==> src/rtl/uart_rx.sv <==
// uart_rx: 8N1 serial receiver with a small receive FIFO, exposed as a
// three-register device on the request/rvalid bus with a level interrupt.
module uart_rx #(
  parameter int ClockFrequency = 50_000_000,
  parameter int BaudRate       = 115_200,
  parameter int FifoDepth      = 8
) (
  input  logic        clk_i,
  input  logic        rst_i,
  input  logic        device_req_i,
  input  logic [31:0] device_addr_i,
  input  logic        device_we_i,
  input  logic [3:0]  device_be_i,
  input  logic [31:0] device_wdata_i,
  output logic        device_rvalid_o,
  output logic [31:0] device_rdata_o,
  input  logic        uart_rx_i,
  output logic        irq_o
);

  localparam int ClocksPerBit = ClockFrequency / BaudRate;
  localparam int HalfBit      = ClocksPerBit / 2;
  localparam int CntW         = $clog2(ClocksPerBit);
  localparam int PtrW         = $clog2(FifoDepth);
  localparam int CountW       = PtrW + 1;

  localparam logic [CntW-1:0]   BitLast  = CntW'(ClocksPerBit - 1);
  localparam logic [CntW-1:0]   HalfLast = CntW'(HalfBit - 1);
  localparam logic [CountW-1:0] FullCnt  = CountW'(FifoDepth);

  typedef enum logic [2:0] {
    ST_IDLE  = 3'd0,
    ST_START = 3'd1,
    ST_DATA  = 3'd2,
    ST_STOP  = 3'd3,
    ST_BREAK = 3'd4
  } state_e;

  // Register file
  logic          sync1_q, sync1_d, sync2_q, sync2_d;
  state_e        state_q, state_d;
  logic [CntW-1:0] clk_cnt_q, clk_cnt_d;
  logic [2:0]    bit_idx_q, bit_idx_d;
  logic [7:0]    shift_q, shift_d;
  logic [7:0]    mem_q [FifoDepth];
  logic [7:0]    mem_d [FifoDepth];
  logic [PtrW-1:0]   wptr_q, wptr_d, rptr_q, rptr_d;
  logic [CountW-1:0] count_q, count_d;
  logic          overrun_q, overrun_d;
  logic          frame_err_q, frame_err_d;
  logic          irq_en_q, irq_en_d;
  logic          irq_q, irq_d;
  logic          rvalid_q, rvalid_d;
  logic [31:0]   rdata_q, rdata_d;

  // Internal strobes
  logic       rx_s;
  logic       push_s, fe_set_s;
  logic       not_empty_s, full_s, pop_s, do_push_s, ovr_set_s;
  logic       rd_s, wr_s;
  logic [1:0] sel_s;
  logic       ovr_clr_s, fe_clr_s;
  logic       unused_bits_s;

  assign rx_s = sync2_q;
  assign unused_bits_s = ^{device_addr_i[31:4], device_addr_i[1:0],
                           device_be_i[3:1], device_wdata_i[31:4],
                           device_wdata_i[1]};

  // Two-flop synchroniser for the asynchronous serial pin
  always_comb begin
    sync1_d = uart_rx_i;
    sync2_d = sync1_q;
  end

  // Receive FSM: start detection, mid-bit sampling, stop check, break hold-off
  always_comb begin
    state_d   = state_q;
    clk_cnt_d = clk_cnt_q;
    bit_idx_d = bit_idx_q;
    shift_d   = shift_q;
    push_s    = 1'b0;
    fe_set_s  = 1'b0;
    case (state_q)
      ST_IDLE: begin
        if (!rx_s) begin
          state_d   = ST_START;
          clk_cnt_d = '0;
        end else begin
          state_d = ST_IDLE;
        end
      end
      ST_START: begin
        if (clk_cnt_q == HalfLast) begin
          clk_cnt_d = '0;
          if (!rx_s) begin
            state_d   = ST_DATA;
            bit_idx_d = 3'd0;
          end else begin
            state_d = ST_IDLE;
          end
        end else begin
          clk_cnt_d = clk_cnt_q + CntW'(1);
        end
      end
      ST_DATA: begin
        if (clk_cnt_q == BitLast) begin
          clk_cnt_d = '0;
          shift_d   = {rx_s, shift_q[7:1]};
          if (bit_idx_q == 3'd7) begin
            state_d = ST_STOP;
          end else begin
            bit_idx_d = bit_idx_q + 3'd1;
          end
        end else begin
          clk_cnt_d = clk_cnt_q + CntW'(1);
        end
      end
      ST_STOP: begin
        if (clk_cnt_q == BitLast) begin
          clk_cnt_d = '0;
          if (rx_s) begin
            push_s  = 1'b1;
            state_d = ST_IDLE;
          end else begin
            fe_set_s = 1'b1;
            state_d  = ST_BREAK;
          end
        end else begin
          clk_cnt_d = clk_cnt_q + CntW'(1);
        end
      end
      ST_BREAK: begin
        if (rx_s) begin
          state_d = ST_IDLE;
        end else begin
          state_d = ST_BREAK;
        end
      end
      default: begin
        state_d = ST_IDLE;
      end
    endcase
  end

  // Bus decode and registered read-data mux (values reflect pre-update state)
  always_comb begin
    sel_s       = device_addr_i[3:2];
    rd_s        = device_req_i & ~device_we_i;
    wr_s        = device_req_i & device_we_i;
    not_empty_s = (count_q != '0);
    full_s      = (count_q == FullCnt);
    pop_s       = rd_s && (sel_s == 2'd0) && not_empty_s;
    rvalid_d    = device_req_i;
    rdata_d     = 32'd0;
    if (rd_s) begin
      case (sel_s)
        2'd0: begin
          if (not_empty_s) begin
            rdata_d = {24'd0, mem_q[rptr_q]};
          end else begin
            rdata_d = 32'd0;
          end
        end
        2'd1:    rdata_d = {28'd0, frame_err_q, overrun_q, full_s, not_empty_s};
        2'd2:    rdata_d = {31'd0, irq_en_q};
        default: rdata_d = 32'd0;
      endcase
    end else begin
      rdata_d = 32'd0;
    end
  end

  // FIFO storage and pointers; a pop frees the slot for a same-cycle push
  always_comb begin
    do_push_s = push_s && (!full_s || pop_s);
    ovr_set_s = push_s && full_s && !pop_s;
    mem_d     = mem_q;
    wptr_d    = wptr_q;
    rptr_d    = rptr_q;
    count_d   = count_q;
    if (do_push_s) begin
      mem_d[wptr_q] = shift_q;
      wptr_d        = wptr_q + PtrW'(1);
    end else begin
      wptr_d = wptr_q;
    end
    if (pop_s) begin
      rptr_d = rptr_q + PtrW'(1);
    end else begin
      rptr_d = rptr_q;
    end
    if (do_push_s && !pop_s) begin
      count_d = count_q + CountW'(1);
    end else if (pop_s && !do_push_s) begin
      count_d = count_q - CountW'(1);
    end else begin
      count_d = count_q;
    end
  end

  // Sticky status flags, interrupt enable and interrupt level; set beats clear
  always_comb begin
    ovr_clr_s = wr_s && (sel_s == 2'd1) && device_be_i[0] && device_wdata_i[2];
    fe_clr_s  = wr_s && (sel_s == 2'd1) && device_be_i[0] && device_wdata_i[3];
    if (ovr_set_s) begin
      overrun_d = 1'b1;
    end else if (ovr_clr_s) begin
      overrun_d = 1'b0;
    end else begin
      overrun_d = overrun_q;
    end
    if (fe_set_s) begin
      frame_err_d = 1'b1;
    end else if (fe_clr_s) begin
      frame_err_d = 1'b0;
    end else begin
      frame_err_d = frame_err_q;
    end
    if (wr_s && (sel_s == 2'd2) && device_be_i[0]) begin
      irq_en_d = device_wdata_i[0];
    end else begin
      irq_en_d = irq_en_q;
    end
    irq_d = irq_en_q & not_empty_s;
  end

  // State registers with synchronous active-high reset
  always_ff @(posedge clk_i) begin
    if (rst_i) begin
      sync1_q     <= 1'b1;
      sync2_q     <= 1'b1;
      state_q     <= ST_IDLE;
      clk_cnt_q   <= '0;
      bit_idx_q   <= 3'd0;
      shift_q     <= 8'd0;
      for (int i = 0; i < FifoDepth; i++) begin
        mem_q[i] <= 8'd0;
      end
      wptr_q      <= '0;
      rptr_q      <= '0;
      count_q     <= '0;
      overrun_q   <= 1'b0;
      frame_err_q <= 1'b0;
      irq_en_q    <= 1'b0;
      irq_q       <= 1'b0;
      rvalid_q    <= 1'b0;
      rdata_q     <= 32'd0;
    end else begin
      sync1_q     <= sync1_d;
      sync2_q     <= sync2_d;
      state_q     <= state_d;
      clk_cnt_q   <= clk_cnt_d;
      bit_idx_q   <= bit_idx_d;
      shift_q     <= shift_d;
      mem_q       <= mem_d;
      wptr_q      <= wptr_d;
      rptr_q      <= rptr_d;
      count_q     <= count_d;
      overrun_q   <= overrun_d;
      frame_err_q <= frame_err_d;
      irq_en_q    <= irq_en_d;
      irq_q       <= irq_d;
      rvalid_q    <= rvalid_d;
      rdata_q     <= rdata_d;
    end
  end

  assign device_rvalid_o = rvalid_q;
  assign device_rdata_o  = rdata_q;
  assign irq_o           = irq_q;

endmodule
==> config.mk <==
export PLATFORM = sky130hd
export DESIGN_NAME = uart_rx
export DESIGN_NICKNAME = d
export VERILOG_FILES = /design/src/rtl/uart_rx.sv
export SDC_FILE = /design/constraint.sdc
export NUM_CORES = 1
export LEC_CHECK = 0
export ABC_AREA = 1
export BUFFER_PORTS_ARGS = -buffer_cell sky130_fd_sc_hd__buf_4
export CAP_MARGIN = 10
export CORE_AREA = 2 2 119 121
export DETAILED_ROUTE_END_ITERATION = 6
export DIE_AREA = 0 0 121 123
export GPL_TIMING_DRIVEN = 0
export PLACE_DENSITY = 0.7
export SYNTH_ARGS = -nofsm -noshare
export SYNTH_HDL_FRONTEND = slang
export SYNTH_SLANG_ARGS = --single-unit
==> constraint.sdc <==
create_clock -name clk_i -period 2.3 [get_ports clk_i]
set_input_delay 0.575 -clock clk_i [delete_from_list [all_inputs] [get_ports clk_i]]
set_output_delay 0.575 -clock clk_i [all_outputs]
set_load 0.1 [all_outputs]
==> key figures <==
Critical path
  – Worst-path cell chain: buf_4 -> inv_1 -> nand2_2 -> nor2_4 -> nor2_2 -> nor4_4 -> ha_2 -> inv_2 -> ha_1 -> nand2_1 -> inv_1 -> o21ai_2 -> nand2_1 -> nand2_1 -> nand2_1 -> nand2_1 -> a21oi_1
  – WP data arrival: between 2 and 2.5 ns
  – CP bufs+invs: 4
  – Max stage delay cell, worst path: ha_1
  – Startpoint Class: input port
  – CP delay by family, top: simple AND/OR/NAND/NOR gates
  – CP endpoint kind: flop
  – Most frequent CP cell: nand2_1
  – Kind of critical path: in -> reg
  – Crit path largest cell delay: 0.26 ns
  – Crit path max fanout: 4
  – Worst Path Required: about 2.5 ns
  – R2r setup slk: roughly 0.16 ns

Logic synthesis
  – Top_reg_cell synth: dfxtp_1
  – Synth top area cells: dfxtp_1, nand2_1, a21oi_1
  – Post-synth EDFFs: 0
  – Post-Synthesis Cells: roughly 760
  – Compound-Gate Fraction of Synth Area: 15.56%
  – Warnings from Yosys: 0
  – Mux cell area share after synthesis: 0%
  – Fraction of registers with async set/reset: 0%
  – Register area share after synthesis: 40.94%
  – Area leader, netlist: dfxtp_1
  – Post-synthesis adder-cell area fraction: around 2.7%
  – Simple-gate portion of the synthesized area: between 20 and 30%
  – Synthesis-stage register bit count: between 100 and 150
  – Mapped Area: ~5500 µm²
  – Post-synth top area share: between 40% and 50%
  – Yosys cell types: 31
  – Post-synthesis xor/xnor area fraction: 0.4798%
  – Largest family of logic cells by synthesized area: simple AND/OR/NAND/NOR gates
  – Avg Inst Size Synth: 7.234 µm²

Clocking
  – CTS Buf Count: 9
  – Clock buffer depth: 2
  – Worst-Skew Late Latency: 0.36 ns
  – Clk root buf: clkbuf_16
  – Htree depth: 3
  – CTS tree: built
  – Reg clk slew, reported paths: around 0.07 ns
  – Cts hold-fix bufs: 0
  – Num Clock Sinks: about 110

Floorplanning
  – Initial core utilization: between 40 and 50%
  – Die footprint: around 15000 µm²
  – Die width: 121 µm
  – IO Pins: 107
  – Die Height: 123 µm
  – Site Rows: 43
  – Area of the core: around 14000 µm²

Drt
  – Routed via count: ~5400
  – WL/cell: approximately 16 µm
  – Final wirelength: between 15000 and 20000 µm
  – Remaining antenna violation count after routing: 0
  – DR vias/cell: around 5.4
  – Number of DRC markers in iteration 0: 705
  – Pre-antenna DRT Iters: 5
  – Detailed-route DRC error count: 0

GRT
  – Tot GR Track Use: between 20% and 30%
  – Vias in the first global route: between 4000 and 5000
  – Global-route wire length before repair: 24230 µm
  – Initial antenna violation count: 0
  – Met2 Usage GRT: ~32%
  – GR Layer Usage met3: approximately 3.6%
  – Met1 Usage GRT: 28.20%
  – GR Overflow Total: 0
  – Largest net degree at the start of global routing: 17
  – Busiest grt layer: met2

STA
  – Slew HR: 42.54%
  – Max Fclk: approximately 470 MHz
  – Fin. Hold Viols: 0
  – Tightest Pin Transition: 0.8587 ns
  – Final WS setup: 0.1519 ns
  – Final setup viols: 0
  – Clock Skew: about 0.007 ns
  – Max Slew Vio Count: 0
  – Final critical path time including I/O delays and setup: around 2.1 ns
  – Crit share post-route: between 90% and 100%

Worst hold path
  – Tightest Hold Check Type: in -> reg

Placed design
  – Pre-CTS setup slack: -0.3234 ns
  – RePlAce Congestion: 0.9214
  – Port-buffer cells: 19
  – HPWL Detailed: around 11000 µm

Power
  – Comb pwr share: 15.9%
  – Maximum VDD drop: about 360 µV
  – Sw Ratio: 29.99%
  – Pleak: between 2 and 2.5 nW
  – Clk pwr share: approximately 36%
  – Reg power frac: around half
  – P_int: a little under 3 mW
  – P per Cell Area: roughly 660 nW/µm²
  – Sw power: between 1 and 1.5 mW
  – Final Power: approximately 4.2 mW

Layout
  – Final net count: roughly 900
  – Diodes inserted: 0
  – Share of cells above drive strength 1: between 10 and 15%
  – Area grow syn2layout: 15.49%
  – Fill count: approximately 1400

Run
  – Maxcap violations: 0

Status
  – Status: finished, final reports clean
[what timing repair did]
| action | 4_1_cts | 5_1_grt |
|---|---|---|
| buffers inserted | 2 | 5 |
| gates resized for setup | 6 | 16 |
| endpoints found under the setup margin | 2 | 3 |
| cloned | 0 | 0 |
| pin swaps | 1 | 6 |
[stage by stage]
| stage | util [%] | cells | setup TNS (ns) | instance area (µm²) | hold WS (ns) |
|---|---|---|---|---|---|
| floorplan | - | 780 | 0 | 5563 | 0.3895 |
| global placement | 43.57 | 979 | -0.4186 | 5931 | 0.4050 |
| detailed placement | 43.57 | 979 | -0.5084 | 5931 | 0.4053 |
| CTS | 45.77 | 997 | 0 | 6230 | 0.3973 |
| global route | 46.47 | 1002 | -0.01301 | 6325 | 0.3991 |
| finish | 46.47 | 1002 | 0 | 6325 | 0.4006 |
[worst register-to-register path, delay by kind of cell, from the launching register on]
kind | cells | cell delay [ns]
fa+ha+maj | 3 | 0.60
simple gates | 9 | 0.70
buf+inv | 3 | 0.17
compound gates | 2 | 0.21
flops | 1 | 0.33
[Yosys cell counts (8+ instances only)]
cell type / n
buf_4: 26
nor2_1: 77
clkbuf_1: 29
a21oi_1: 100
ha_1: 10
nand3_2: 9
o22ai_1: 10
buf_2: 9
buf_6: 8
nand3_1: 24
dfxtp_1: 112
nand4_1: 68
inv_1: 38
o21ai_0: 52
nand2_1: 159
[sequential cells by signal, summed over array words and instances (netlist names), 3 cells and up]
name,flops
mem_q,64
clk_cnt_q,9
device_rdata_o,8
shift_q,8
count_q,4
bit_idx_q,3
rptr_q,3
state_q,3
wptr_q,3
[worst paths after layout]
path | from | to | cells after the start
max reg2reg | clk_cnt_q[1]$_SDFFE_PP0P_ | count_q[3]$_SDFFE_PP0P_ | 17
min | uart_rx_i | sync1_q$_SDFF_PP1_ | 2
min reg2reg | sync1_q$_SDFF_PP1_ | rx_s$_SDFF_PP1_ | 1
max | device_addr_i[2] | count_q[3]$_SDFFE_PP0P_ | 17
[area by class of cell]
| class | instances | area [µm²] | share of cell area [%] |
|---|---|---|---|
| plain buffers | 72 | 439.2 | 6.944 |
| multi-input cells | 554 | 2793 | 44.15 |
| clock inverters | 3 | 17.52 | 0.2770 |
| well taps | 180 | 225.2 | 3.561 |
| flip-flops and latches | 112 | 2247 | 35.53 |
| clock buffers | 13 | 250.2 | 3.956 |
| repair buffers | 26 | 195.2 | 3.086 |
| inverters | 42 | 157.7 | 2.493 |
[cells by family after synthesis]
kind of cell / Yosys count
and+or+nand+nor: 350
AOI/OAI and AO/OA: 166
buffers and inverters: 114
DFF: 112
adders and majority gates: 11
xor gates and xnor gates: 3
other: 1
[routing by layer]
layer	up-vias	share of wire [%]	wire length, µm
met2	213	46	7088
met1	2494	44	6890
met3	37	6.6	1022
met4	0	3.5	544
met5	-	0	0
li1	2650	-	-
[power groups by stage]
stage	clock network, mW	logic [mW]	registers, mW
floorplan	0	0.501	2.06
global placement	0	0.607	2.06
detailed placement	0	0.612	2.06
CTS	1.50	0.616	2.01
global route	1.57	0.732	2.03
finish	1.48	0.663	2.03
[layout by cell type (no fill, tap or decap), types with 24 or more instances in the layout]
master,instances
o21ai_0,51
conb_1,24
inv_1,36
a21oi_1,100
nand4_1,68
buf_4,52
clkbuf_1,32
nor2_1,75
nand2_1,155
dfxtp_1,110
(Power assumes the default switching activity.)
